===== src/rtl/mem_arb_pkg.sv =====
// Shared types and defaults for the instruction/data RAM arbiter.
package mem_arb_pkg;

  localparam int unsigned AW_DEF = 8;
  localparam int unsigned DW_DEF = 16;

  typedef enum logic {
    PORT_F = 1'b0,
    PORT_D = 1'b1
  } port_e;

  typedef struct packed {
    logic  valid;
    port_e port;
    logic  is_read;
  } arb_tag_t;

  function automatic arb_tag_t make_tag(input logic f_gnt, input logic d_gnt, input logic d_we);
    arb_tag_t t;
    t.valid   = f_gnt | d_gnt;
    t.port    = d_gnt ? PORT_D : PORT_F;
    t.is_read = f_gnt | (d_gnt & ~d_we);
    return t;
  endfunction

endpackage


===== src/rtl/mem_arb_if.sv =====
// Requester and RAM-side signal bundle for mem_arbiter.
interface mem_arb_if
  import mem_arb_pkg::*;
#(
  parameter int unsigned AW = AW_DEF,
  parameter int unsigned DW = DW_DEF
);

  logic          f_req;
  logic [AW-1:0] f_addr;
  logic          f_gnt;
  logic          f_rvalid;
  logic [DW-1:0] f_rdata;

  logic          d_req;
  logic          d_we;
  logic [AW-1:0] d_addr;
  logic [DW-1:0] d_wdata;
  logic          d_gnt;
  logic          d_rvalid;
  logic [DW-1:0] d_rdata;

  logic [AW-1:0] mem_addr;
  logic          mem_we;
  logic [DW-1:0] mem_wdata;
  logic [DW-1:0] mem_rdata;

  modport slave (
    input  f_req, f_addr, d_req, d_we, d_addr, d_wdata, mem_rdata,
    output f_gnt, f_rvalid, f_rdata, d_gnt, d_rvalid, d_rdata,
           mem_addr, mem_we, mem_wdata
  );

  modport master (
    output f_req, f_addr, d_req, d_we, d_addr, d_wdata, mem_rdata,
    input  f_gnt, f_rvalid, f_rdata, d_gnt, d_rvalid, d_rdata,
           mem_addr, mem_we, mem_wdata
  );

endinterface


===== src/rtl/mem_arb_pick.sv =====
// Combinational grant selection. MEM_ARB_RR_EN selects round-robin on
// contention; otherwise data has fixed priority over fetch.
module mem_arb_pick
  import mem_arb_pkg::*;
(
  input  logic  f_req,
  input  logic  d_req,
  input  port_e last,
  output logic  f_gnt,
  output logic  d_gnt
);

`ifdef MEM_ARB_RR_EN
  always_comb begin
    f_gnt = f_req;
    d_gnt = d_req;
    if (f_req && d_req) begin
      f_gnt = (last == PORT_D);
      d_gnt = (last == PORT_F);
    end
  end
`else
  logic last_unused;
  assign last_unused = last;

  always_comb begin
    d_gnt = d_req;
    f_gnt = f_req & ~d_req;
  end
`endif

endmodule


===== src/rtl/mem_arbiter.sv =====
// Shares one synchronous RAM between fetch and load/store paths; reads return
// two cycles after grant. MEM_ARB_RR_EN enables round-robin arbitration.
module mem_arbiter
  import mem_arb_pkg::*;
#(
  parameter int unsigned AW = AW_DEF,
  parameter int unsigned DW = DW_DEF
)(
  input  logic      clk,
  input  logic      rst,
  mem_arb_if.slave  bus
);

  logic          f_pick, d_pick;
  logic          f_gnt_c, d_gnt_c;
  port_e         last_q;
  logic [AW-1:0] mem_addr_q;
  logic          mem_we_q;
  logic [DW-1:0] mem_wdata_q;
  arb_tag_t      tag1_q, tag2_q;

  mem_arb_pick u_pick (
    .f_req (bus.f_req),
    .d_req (bus.d_req),
    .last  (last_q),
    .f_gnt (f_pick),
    .d_gnt (d_pick)
  );

  assign f_gnt_c = f_pick & ~rst;
  assign d_gnt_c = d_pick & ~rst;

`ifdef MEM_ARB_RR_EN
  // Reset to data so that fetch wins the first contention.
  always_ff @(posedge clk) begin
    if (rst) begin
      last_q <= PORT_D;
    end else if (f_gnt_c) begin
      last_q <= PORT_F;
    end else if (d_gnt_c) begin
      last_q <= PORT_D;
    end
  end
`else
  assign last_q = PORT_D;
`endif

  always_ff @(posedge clk) begin
    if (rst) begin
      mem_addr_q  <= '0;
      mem_we_q    <= 1'b0;
      mem_wdata_q <= '0;
      tag1_q      <= '0;
      tag2_q      <= '0;
    end else begin
      mem_we_q <= d_gnt_c & bus.d_we;
      if (d_gnt_c) begin
        mem_addr_q <= bus.d_addr;
        if (bus.d_we) begin
          mem_wdata_q <= bus.d_wdata;
        end
      end else if (f_gnt_c) begin
        mem_addr_q <= bus.f_addr;
      end
      tag1_q <= make_tag(f_gnt_c, d_gnt_c, bus.d_we);
      tag2_q <= tag1_q;
    end
  end

  assign bus.f_gnt     = f_gnt_c;
  assign bus.d_gnt     = d_gnt_c;
  assign bus.mem_addr  = mem_addr_q;
  assign bus.mem_we    = mem_we_q;
  assign bus.mem_wdata = mem_wdata_q;

  // Stage 2 is still live during the reset cycle, so rst masks it directly.
  assign bus.f_rvalid = tag2_q.valid & tag2_q.is_read & (tag2_q.port == PORT_F) & ~rst;
  assign bus.d_rvalid = tag2_q.valid & tag2_q.is_read & (tag2_q.port == PORT_D) & ~rst;
  assign bus.f_rdata  = bus.mem_rdata;
  assign bus.d_rdata  = bus.mem_rdata;

endmodule

===== src/flat_wrapper.sv =====
// flat-port wrapper written by rule: the top's interface ports become plain ports
module mem_arbiter_flat import mem_arb_pkg::*;
#(
  parameter int unsigned AW = AW_DEF,
  parameter int unsigned DW = DW_DEF
)
  (clk, rst, bus_f_req, bus_f_addr, bus_d_req, bus_d_we, bus_d_addr, bus_d_wdata, bus_mem_rdata, bus_f_gnt, bus_f_rvalid, bus_f_rdata, bus_d_gnt, bus_d_rvalid, bus_d_rdata, bus_mem_addr, bus_mem_we, bus_mem_wdata);
  mem_arb_if #(.AW(AW), .DW(DW)) bus_i ();
  input  logic clk;
  input  logic rst;
  input wire logic [$bits(bus_i.f_req)-1:0] bus_f_req;
  input wire logic [$bits(bus_i.f_addr)-1:0] bus_f_addr;
  input wire logic [$bits(bus_i.d_req)-1:0] bus_d_req;
  input wire logic [$bits(bus_i.d_we)-1:0] bus_d_we;
  input wire logic [$bits(bus_i.d_addr)-1:0] bus_d_addr;
  input wire logic [$bits(bus_i.d_wdata)-1:0] bus_d_wdata;
  input wire logic [$bits(bus_i.mem_rdata)-1:0] bus_mem_rdata;
  output wire logic [$bits(bus_i.f_gnt)-1:0] bus_f_gnt;
  output wire logic [$bits(bus_i.f_rvalid)-1:0] bus_f_rvalid;
  output wire logic [$bits(bus_i.f_rdata)-1:0] bus_f_rdata;
  output wire logic [$bits(bus_i.d_gnt)-1:0] bus_d_gnt;
  output wire logic [$bits(bus_i.d_rvalid)-1:0] bus_d_rvalid;
  output wire logic [$bits(bus_i.d_rdata)-1:0] bus_d_rdata;
  output wire logic [$bits(bus_i.mem_addr)-1:0] bus_mem_addr;
  output wire logic [$bits(bus_i.mem_we)-1:0] bus_mem_we;
  output wire logic [$bits(bus_i.mem_wdata)-1:0] bus_mem_wdata;
  assign bus_i.f_req = bus_f_req;
  assign bus_i.f_addr = bus_f_addr;
  assign bus_i.d_req = bus_d_req;
  assign bus_i.d_we = bus_d_we;
  assign bus_i.d_addr = bus_d_addr;
  assign bus_i.d_wdata = bus_d_wdata;
  assign bus_i.mem_rdata = bus_mem_rdata;
  assign bus_f_gnt = bus_i.f_gnt;
  assign bus_f_rvalid = bus_i.f_rvalid;
  assign bus_f_rdata = bus_i.f_rdata;
  assign bus_d_gnt = bus_i.d_gnt;
  assign bus_d_rvalid = bus_i.d_rvalid;
  assign bus_d_rdata = bus_i.d_rdata;
  assign bus_mem_addr = bus_i.mem_addr;
  assign bus_mem_we = bus_i.mem_we;
  assign bus_mem_wdata = bus_i.mem_wdata;
  mem_arbiter #(.AW(AW), .DW(DW)) u_core (.clk(clk), .rst(rst), .bus(bus_i));
endmodule

===== config.mk =====
export PLATFORM = sky130hd
export DESIGN_NAME = mem_arbiter_flat
export DESIGN_NICKNAME = d
export VERILOG_FILES = /design/src/rtl/mem_arb_pkg.sv /design/src/rtl/mem_arb_if.sv /design/src/rtl/mem_arb_pick.sv /design/src/rtl/mem_arbiter.sv /design/src/flat_wrapper.sv
export SDC_FILE = /design/constraint.sdc
export NUM_CORES = 1
export LEC_CHECK = 0
export CAP_MARGIN = 0
export CORE_ASPECT_RATIO = 1.75
export CORE_UTILIZATION = 35
export DETAILED_ROUTE_END_ITERATION = 6
export PLACE_DENSITY = 0.88
export SKIP_CTS_REPAIR_TIMING = 1
export SYNTH_ARGS = -nofsm -noshare
export SYNTH_HDL_FRONTEND = slang
export SYNTH_SLANG_ARGS = --single-unit

===== constraint.sdc =====
create_clock -name clk -period 1.1 [get_ports clk]
set_input_delay 0.275 -clock clk [delete_from_list [all_inputs] [get_ports clk]]
set_output_delay 0.275 -clock clk [all_outputs]
set_load 0.01 [all_outputs]

; ---- Yosys cells after proc, flatten, opt, wreduce, memory -nomap -nowiden
; Index checks and enable logic that the tools add are counted.
[word_totals]
wordCells = 30
in_bits = 53
ff_bits = 31
out_inout_bits = 61
[op_classes]
reduce_logical = 2
n_mux = 3
n_bitwise = 16
[op_table]
columns = operator, n
row1 = 2-to-1 mux 8 bit, 2
row2 = bitwise AND 1 bit, 10
row3 = inverter 1 bit, 4
row4 = OR 1 bit, 2
row5 = AND reduction 2 bit, 1
row6 = nonzero test 2 bit, 1
row7 = 2-to-1 mux 1 bit, 1

; ---- Logic depth before layout (Yosys ltp)
; Gate-level depths: netlist of the first run.
[depth]
depth_word = 5
mapped_depth = 4

; ---- By module
; Synthesis of the first run repeated with hierarchy kept, for this count alone.
[hier_totals]
hier_cells = 167
area_unflattened_um2 = 1739.2
[by_module_without_submodules]
columns = mod, n_inst, area_per_inst_um2, cells_each, seq_area_each_um2
row1 = mem_arbiter, 1, 1717.9, 165, 620.6
row2 = mem_arb_pick, 1, 21.3, 2, 0.0

; ---- Worst setup path after synthesis of the first run
; Ideal clock, no wire load.
[synth_path]
kind = input port to output port
from = in rst
to = out bus_f_gnt
path_slack_ns = -0.090
arrival_time_ns = 0.915
path_buffers = 2
cell_stages = 3
path_cell_list = buf_2 > buf_2 > nor3b_1
[synth_between]
elab_chain_cells = 2
[synth_rtl]
columns = element, line
row1 = "start, declared", flat_wrapper.sv:10  ; input logic rst;
row2 = inverter 1 bit, mem_arbiter.sv:30  ; assign f_gnt_c = f_pick & ~rst;
row3 = bitwise AND 1 bit, mem_arbiter.sv:30
row4 = "end, declared", flat_wrapper.sv:18  ; output wire logic [$bits(bus_i.f_gnt)-1:0] bus_f_gnt;
; Every way passes these cells.

; ---- Final worst setup path of the first run
[layout_path]
from = reg u_core.tag2_q[0] (netlist name)
to = out bus_d_rvalid
[layout_between]
elab_chain_cells = 3
[layout_rtl]
columns = element, line
row1 = "start, declared", mem_arbiter.sv:20  ; arb_tag_t tag1_q, tag2_q;
row2 = "start signal, assigned", mem_arbiter.sv:66  ; tag2_q <= tag1_q;
row3 = bitwise AND 1 bit (3 in series), mem_arbiter.sv:78  ; assign bus.d_rvalid = tag2_q.valid & tag2_q.is_read & (tag2_q.port == PORT_D) & ~rst;
row4 = "end, declared", flat_wrapper.sv:22  ; output wire logic [$bits(bus_i.d_rvalid)-1:0] bus_d_rvalid;
; Every way passes these cells.

==> results of run 1 <==
==> worst max-delay path by stage <==
stage                     start      endpoint  slack, ns
6_report       u_core.tag2_q[0]  bus_d_rvalid      -0.11
3_3_place_gp          bus_d_req     bus_d_gnt      -0.69
3_5_place_dp          bus_d_req     bus_d_gnt      -0.74
2_1_floorplan               rst     bus_f_gnt     -0.008
5_1_grt        u_core.tag2_q[2]  bus_d_rvalid      -0.18
4_1_cts               bus_d_req     bus_d_gnt      -0.75
==> where the power goes <==
part	total, mW	switching, mW	internal, mW
sequential	1.21	0.0270	1.19
clock	0.830	0.388	0.443
combinational	0.487	0.200	0.287
==> layer usage <==
metal,vias up,global-route usage,wire (um)
met5,-,0,0
met1,535,0.143,1190
met2,43,0.246,1870
met4,0,0.0855,78
met3,12,0.0407,236
li1,589,-,-
==> per-stage QoR <==
stage               cells  power [mW]  utilization  setup WS, ns
finish                247        2.53        0.494        -0.114
global route          247        2.67        0.494        -0.182
CTS                   247        2.60        0.485        -0.751
detailed placement    239        1.75        0.467        -0.745
global placement      239        1.74        0.467        -0.690
floorplan             163        1.61            -      -0.00842
==> cells in the mapped netlist <==
cell type / n
a211oi_1: 4
buf_6: 7
buf_4: 33
inv_2: 1
a21oi_2: 12
a211oi_2: 5
nor3b_1: 2
buf_2: 6
mux2i_1: 8
a21bo_1: 16
nand2_1: 1
nor3_1: 1
and2_1: 1
nand3_1: 16
dfxtp_1: 31
nor2b_1: 9
nor2b_4: 4
a21oi_1: 4
nor2_1: 2
==> layout make-up <==
class | instances | area (um2) | area share
clock buffer | 7 | 76.3 | 0.0345
multi-input combinational | 85 | 707 | 0.319
tap | 51 | 63.8 | 0.0288
timing repair buffer | 71 | 736 | 0.332
inverter | 1 | 3.75 | 0.00169
sequential | 31 | 623 | 0.281
clock inverter | 1 | 5.00 | 0.00226
==> sequential cells by signal, indices dropped and copies added, names as in the netlist <==
name,cells
u_core.tag2_q,3
u_core.bus.mem_addr,8
u_core.bus.mem_we,1
u_core.bus.mem_wdata,16
u_core.tag1_q,3
==> worst max-delay path, stage by stage (launching register included) <==
cell,delay [ns]
dfxtp_2,0.32
nand2_2,0.06
nor3b_2,0.14
buf_2,0.14
==> kinds of logic after synthesis <==
group,after synthesis
mux,8
buf+inv,47
simple gates,36
compound gates,41
flops,31
==> metrics.cfg, run 1 <==
[setup_path]
worstPathMaxFanout = 2
r2r_cells = 2
cp.required_ns = 0.82
crit_type = flip-flop to output port
r2r-start = u_core.bus.mem_wdata[6]
critPathArrivalTime_ns = 0.94
r2r-end = u_core.bus.mem_wdata[6]
end_kind = output port
r2r_setup_slack_ns = 0.36
start_kind = flip-flop

[layout]
most-common-layout-cells = clkdlybuf4s50_1, dfxtp_1, dlymetal6s2s_1
drive_above_1_share = 0.245
fillers = 427
antennaDiodeCount = 0
syn_to_final_growth_pct = 32.8
finalInstanceArea_um2 = 2210
fin_nets = 248
final_common_cell = clkdlybuf4s50_1

[sta]
fin_crit_ns = 1.21
final.setup.tns_ns = -0.176
fin_crit_sh = 1.10
hold_violations = 0
timing.final.ws_setup_ns = -0.114
slew_headroom = 0.798
rsz0062_at_grt = yes
hold_ws_ns = 0.433
skew_ns = 0.000243
max_freq_mhz = 824
slew_violations = 0
setup_viol = 2
tightest_slew_ns = 0.303

[floorplanning]
core_area_um2 = 4480
placementRows = 32
die_width_um = 54.2
start_util = 0.372
die_area_um2 = 5060
dieHeight_um = 93.3
ios = 114

[detailed_routing]
dr_total_vias = 1179
drc_errors = 0
drt-initial-drc-count = 16
wl_per_cell_um = 13.7
via_per_inst = 4.77
ant_nets = 0
first_pass_iters = 3
wirelength_um = 3370

[status]
outcome = finished, violations left
violations = negative setup slack

[global_routing]
grt_use_total = 0.143
grt_max_degree = 35
first_global_vias = 1161
grt_pass1_wl_um = 5200
grt_antenna_before_repair = 0
grt-ovfl-total = 0

[min_path]
hp-class = input port to flip-flop
holdPathStages = 3
hold_path.startpoint = rst
hold_end = u_core.bus.mem_we

[synth]
synth-seq-cells = 31
synth_nets = 216
synth_adder_area_share = 0
syn_area_per_cell_um2 = 10.2
synthMuxAreaShare = 0.0480
synth-seq-area-share = 0.372
synth_xor_area_frac = 0
synth_area_um2 = 1670
yosys_warnings = 0
synth_compound_area_frac = 0.227
synth_top_family_by_area = compound AO/OA/AOI/OAI gates
synth_top_area_frac = 0.372
yosys.area.top_type = dfxtp_1
ys_top_cells_by_area = dfxtp_1, buf_4, a21bo_1
synthCells = 163
synth.distinct_cells = 19
synthSimpleGateAreaFrac = 0.137

[clocking]
cts_made_buffers = 5
clockBufferDepth = 2
root_buffer = clkbuf_8
clk_pin_slew_ns = 0.06
cts.sinks = 31
cts_tree = done
cts_max_level = 2
clkLatencyLatePin_ns = 0.27

[placement]
dpl_cell_area_um2 = 2090
dp_hpwl_um = 2400
portBuffers = 65
globalplace.congestion = 0.678

[pwr]
peakVddDrop_v = 0.000810
p_per_area_nw_per_um2 = 1140
p_leak_nw = 1.20

[job]
cap_violations = 0

Note: power is estimated with default switching activity, not from simulation.
==> run 2: changes to the inputs <==
--- a/config.mk
+++ b/config.mk
@@ -11,6 +11,8 @@
 export DETAILED_ROUTE_END_ITERATION = 6
 export PLACE_DENSITY = 0.88
 export SKIP_CTS_REPAIR_TIMING = 1
+export SLEW_MARGIN = 20
 export SYNTH_ARGS = -nofsm -noshare
 export SYNTH_HDL_FRONTEND = slang
 export SYNTH_SLANG_ARGS = --single-unit
+export TNS_END_PERCENT = 50
==> run 2 against run 1 <==
The run still ends with negative setup slack left. Core utilization rose by 1.0 points. Combinational power barely moved. Die area did not move. Largest cell class unchanged. Power rose by 4.6%. Critical path depth did not move.
==> metrics.cfg, run 2 (same netlist as run 1, synthesis figures left out) <==
[detailed_routing]
drc_errors = 0  ; unchanged
ant_nets = 0  ; unchanged
wirelength_um = 3260  ; -3.3%
drt-initial-drc-count = 8  ; -8
first_pass_iters = 2  ; -1
wl_per_cell_um = 13.2  ; -3.7%
via_per_inst = 4.77  ; about the same
dr_total_vias = 1184  ; +0.42%

[sta]
setup_viol = 2  ; unchanged
slew_headroom = 0.794  ; -0.00448
fin_crit_ns = 1.21  ; -0.00143 ns
rsz0062_at_grt = yes
hold_violations = 0  ; unchanged
fin_crit_sh = 1.10  ; -0.00130
max_freq_mhz = 825  ; +0.12%
final.setup.tns_ns = -0.179  ; -0.00297 ns
timing.final.ws_setup_ns = -0.113  ; +0.00143 ns
skew_ns = 0.000289  ; +0.0000460 ns
tightest_slew_ns = 0.310  ; +0.00671 ns
slew_violations = 0  ; unchanged

[pwr]
p_leak_nw = 1.26  ; +4.4%
peakVddDrop_v = 0.000890  ; +9.9%
p_per_area_nw_per_um2 = 1170  ; +2.5%

[placement]
portBuffers = 65  ; unchanged
dp_slack_ns = -0.727  ; +0.0175 ns
dp_hpwl_um = 2330  ; -2.7%
globalplace.congestion = 0.671  ; -1.1%
dpl_cell_area_um2 = 2090  ; -0.12%

[status]
violations = negative setup slack
outcome = finished, violations left

[setup_path]
cp_num_buf_inv = 1  ; unchanged
worstPathMaxFanout = 2  ; unchanged
end_kind = output port
crit_type = flip-flop to output port
start_kind = flip-flop
cp_slowest_cell = dfxtp_2
path_delay_family = flip-flops
crit_chain = nand2_2, nor3b_2, buf_2
slowest_delay_ns = 0.32  ; about the same
cp.required_ns = 0.82  ; about the same
critPathArrivalTime_ns = 0.94  ; about the same

[floorplanning]
die_area_um2 = 5060  ; unchanged
core_area_um2 = 4480  ; unchanged
dieHeight_um = 93.3  ; unchanged
start_util = 0.372  ; unchanged
placementRows = 32  ; unchanged
ios = 114  ; unchanged
die_width_um = 54.2  ; unchanged

[global_routing]
first_global_vias = 1087  ; -6.4%
grt_antenna_before_repair = 0  ; unchanged
grt_use_total = 0.132  ; -0.0113
grt_max_degree = 32  ; -8.6%
grt_pass1_wl_um = 4840  ; -6.8%
grt-ovfl-total = 0  ; unchanged

[clocking]
clk_pin_slew_ns = 0.06  ; about the same
cts.sinks = 31  ; unchanged
cts_tree = done
cts_made_buffers = 5  ; unchanged
root_buffer = clkbuf_8
clockBufferDepth = 2  ; unchanged
clkLatencyLatePin_ns = 0.27  ; about the same
cts_max_level = 2  ; unchanged

[layout]
fillers = 417  ; -2.3%
syn_to_final_growth_pct = 35.5
final_common_cell = clkdlybuf4s50_1
post-route-util = 0.504  ; +0.0100
most-common-layout-cells = clkdlybuf4s50_1, dfxtp_1, dlymetal6s2s_1
drive_above_1_share = 0.239  ; -0.00632
fin_nets = 249  ; +0.40%
antennaDiodeCount = 0  ; unchanged
finalInstanceArea_um2 = 2260  ; +2.0%
largest_register_ffs = 16  ; unchanged

[min_path]
hp-class = flip-flop to flip-flop

[job]
cap_violations = 0  ; unchanged

run 2: report_power, final:
| part | internal, mW | switching [mW] | leakage, nW | total, mW |
|---|---|---|---|---|
| combinational | 0.292 | 0.197 | 0.948 | 0.489 |
| sequential | 1.19 | 0.0251 | 0.256 | 1.21 |
| clock | 0.570 | 0.377 | 0.0515 | 0.947 |
run 2: cell type report:
cell class / count / area (um2) / area share
Timing Repair Buffer: 72 / 764 / 0.338
Multi-Input combinational cell: 85 / 704 / 0.312
Sequential cell: 31 / 623 / 0.276
Clock buffer: 8 / 100 / 0.0443
Tap cell: 51 / 63.8 / 0.0282
Inverter: 1 / 3.75 / 0.00166
run 2: path summary, 6_finish.rpt:
path,to,cells after the start,from,slack (ns)
setup / recovery,bus_d_rvalid,3,u_core.tag2_q[0],-0.11
hold / removal,u_core.tag2_q[1],1,u_core.tag1_q[1],0.44
setup reg to reg,u_core.bus.mem_wdata[10],2,u_core.bus.mem_wdata[10],0.37
hold reg to reg,u_core.tag2_q[1],1,u_core.tag1_q[1],0.44
run 2: per-stage QoR:
stage | hold WS [ns] | power, mW | instances
floorplan | 0.414 | 1.61 | 163
global placement | 0.420 | 1.74 | 240
detailed placement | 0.427 | 1.74 | 240
CTS | 0.430 | 2.72 | 248
global route | 0.447 | 2.81 | 248
finish | 0.435 | 2.65 | 248
run 2: worst reg2reg max path: stages (launching register included):
cell and delay [ns]:
dfxtp_1 0.33, a21bo_1 0.22, a21oi_2 0.12
run 2: metal layers:
| metal | track usage | routed length (um) |
|---|---|---|
| met5 | 0 | 0 |
| met2 | 0.218 | 1690 |
| met1 | 0.135 | 1200 |
| met4 | 0.0897 | 104 |
| met3 | 0.0358 | 264 |
==> patch (flow settings as in run 1) <==
Add a define of `MEM_ARB_RR_EN`.
--- a/src/rtl/mem_arb_pick.sv
+++ b/src/rtl/mem_arb_pick.sv
@@ -1,4 +1,6 @@
 // Combinational grant selection. MEM_ARB_RR_EN selects round-robin on
 // contention; otherwise data has fixed priority over fetch.
+`define MEM_ARB_RR_EN
+
 module mem_arb_pick
   import mem_arb_pkg::*;
Check against the original RTL: not equivalent (Yosys sat finds a counterexample within 4 cycles, from zero or initial values and one cycle with rst high).
==> patch against run 1 <==
  * Power grew 5.0%
  * Clock power grew 1%
  * Setup slack lost 0.19 ns
  * Area after synthesis shrank 8.0%
  * Sequential power grew 4%
  * Routed wire length grew 19%
  * Count of clock-buffer cells in the layout shrank 1
  * Design area grew 9.6%
  * Sequential cell count grew 1
  * The run still ends with negative setup slack left
==> patch: results (changes against run 1) <==
stage,metric,value,unit,change
global_routing,first-pass GRT wire length,4.850,mm,was 5.195 mm
global_routing,gr usage total,14.26,%,was 14.30%
timing,final worst slack,-0.3056,ns,was -0.1140 ns
drt,Wirelength per Cell,16.42,µm,was 13.66 µm
synth,Post-Syn Nets,202,,was 216
drt,DRT Pass-1 Iters,4,,was 3
synth,Syn Area/Cell,10.30,µm²,was 10.23 µm²
synth,synth cell count leaders,"buf_4, dfxtp_1, nor2b_1",,"was buf_4, dfxtp_1, a21bo_1, nand3_1, a21oi_2"
setup_path,r2r setup slk,-0.21,ns,was 0.36 ns
setup_path,Worst Path Arrival,1.13,ns,was 0.94 ns
power,LEAKAGE,0.001359,µW,was 0.001203 µW
final_layout,share of cells above drive strength 1,32.82,%,was 24.49%
synth,post-synthesis sequential area ratio,41.73,%,was 37.21%
global_routing,vias in the first global route,1066,,was 1161
drt,via-per-instance ratio,4.926,,was 4.773
timing,Worst-Margin Slew,0.3582,ns,was 0.3029 ns
placement,DP Area,2072,µm²,was 2093 µm²
run_status,status,finished with violations,,unchanged
run_status,failing checks,negative setup slack,,unchanged
timing,skew final,0.001547,ns,was 0.0002434 ns
placement,DP HPWL,2.564,mm,was 2.397 mm
power,peak supply drop,0.6387,mV,was 0.8101 mV
synth,Area contributors post-synth,"dfxtp_1, buf_4, mux2_4",,"was dfxtp_1, buf_4, a21bo_1"
timing,Final Setup Violations,26,,was 2
synth,unique cell type count in the Yosys netlist,21,,was 19
patch: changes by cell type after synthesis, sizes merged, moves of 8 or more:
cell            run 1  this run
a2111oi             0         8
a211oi              9         0
a21bo              16         0
a21oi              16         1
a221o               0         8
buf                46        34
inv                 1        11
mux2                0        16
mux2i               8         0
nand3              16         0
patch: layout make-up:
class,count,area (µm²)
Clock buffer,6,72.57
Clock inverter,1,5.005
Fill cell,328,1762
Inverter,11,41.29
Multi-Input combinational cell,66,748.2
Sequential cell,32,644.4
Tap cell,49,61.31
Timing Repair Buffer,79,854.6
patch: worst paths after layout:
path	to	cells past startpoint
hold / removal	u_core.tag1_q[0]	2
setup reg to reg	u_core.bus.mem_wdata[8]	5
hold reg to reg	u_core.tag2_q[2]	1
setup / recovery	bus_f_gnt	4
patch: kinds of logic (layout without fill, tap and decap cells):
group / count (synthesis) / count (layout) / synth area share, %
AO/OA/AOI/OAI: 20 / 20 / 11.49
AND/OR/NAND/NOR: 30 / 30 / 11.57
buffers and inverters: 51 / 97 / 21.27
flip-flops: 32 / 32 / 41.73
multiplexers: 16 / 16 / 13.94
patch: layer usage:
| metal | vias up | global-route usage (%) | part of all wire [%] |
|---|---|---|---|
| met4 | 0 | 10.32 | 3.5 |
| met5 | - | 0 | 0 |
| met3 | 19 | 4.377 | 8.8 |
| met2 | 58 | 26.22 | 52 |
| li1 | 564 | - | - |
| met1 | 561 | 12.62 | 35 |
patch: critical path: stages, from the launching register on:
cell and delay (ns):
dfxtp_2 0.34, inv_2 0.04, a211o_1 0.31, inv_2 0.07
buf_6 0.09
patch: power breakdown:
group	total (µW)	internal, µW	switching (µW)
clock	838	430	408
sequential	1260	1230	31.4
combinational	560	339	221
patch: through the flow:
step	util (%)	hold WS (ns)
6_report	57.95	0.2556
5_1_grt	57.95	0.2647
3_3_place_gp	49.46	0.4181
3_5_place_dp	49.46	0.4324
4_1_cts	51.31	0.4475
2_1_floorplan	-	0.3754
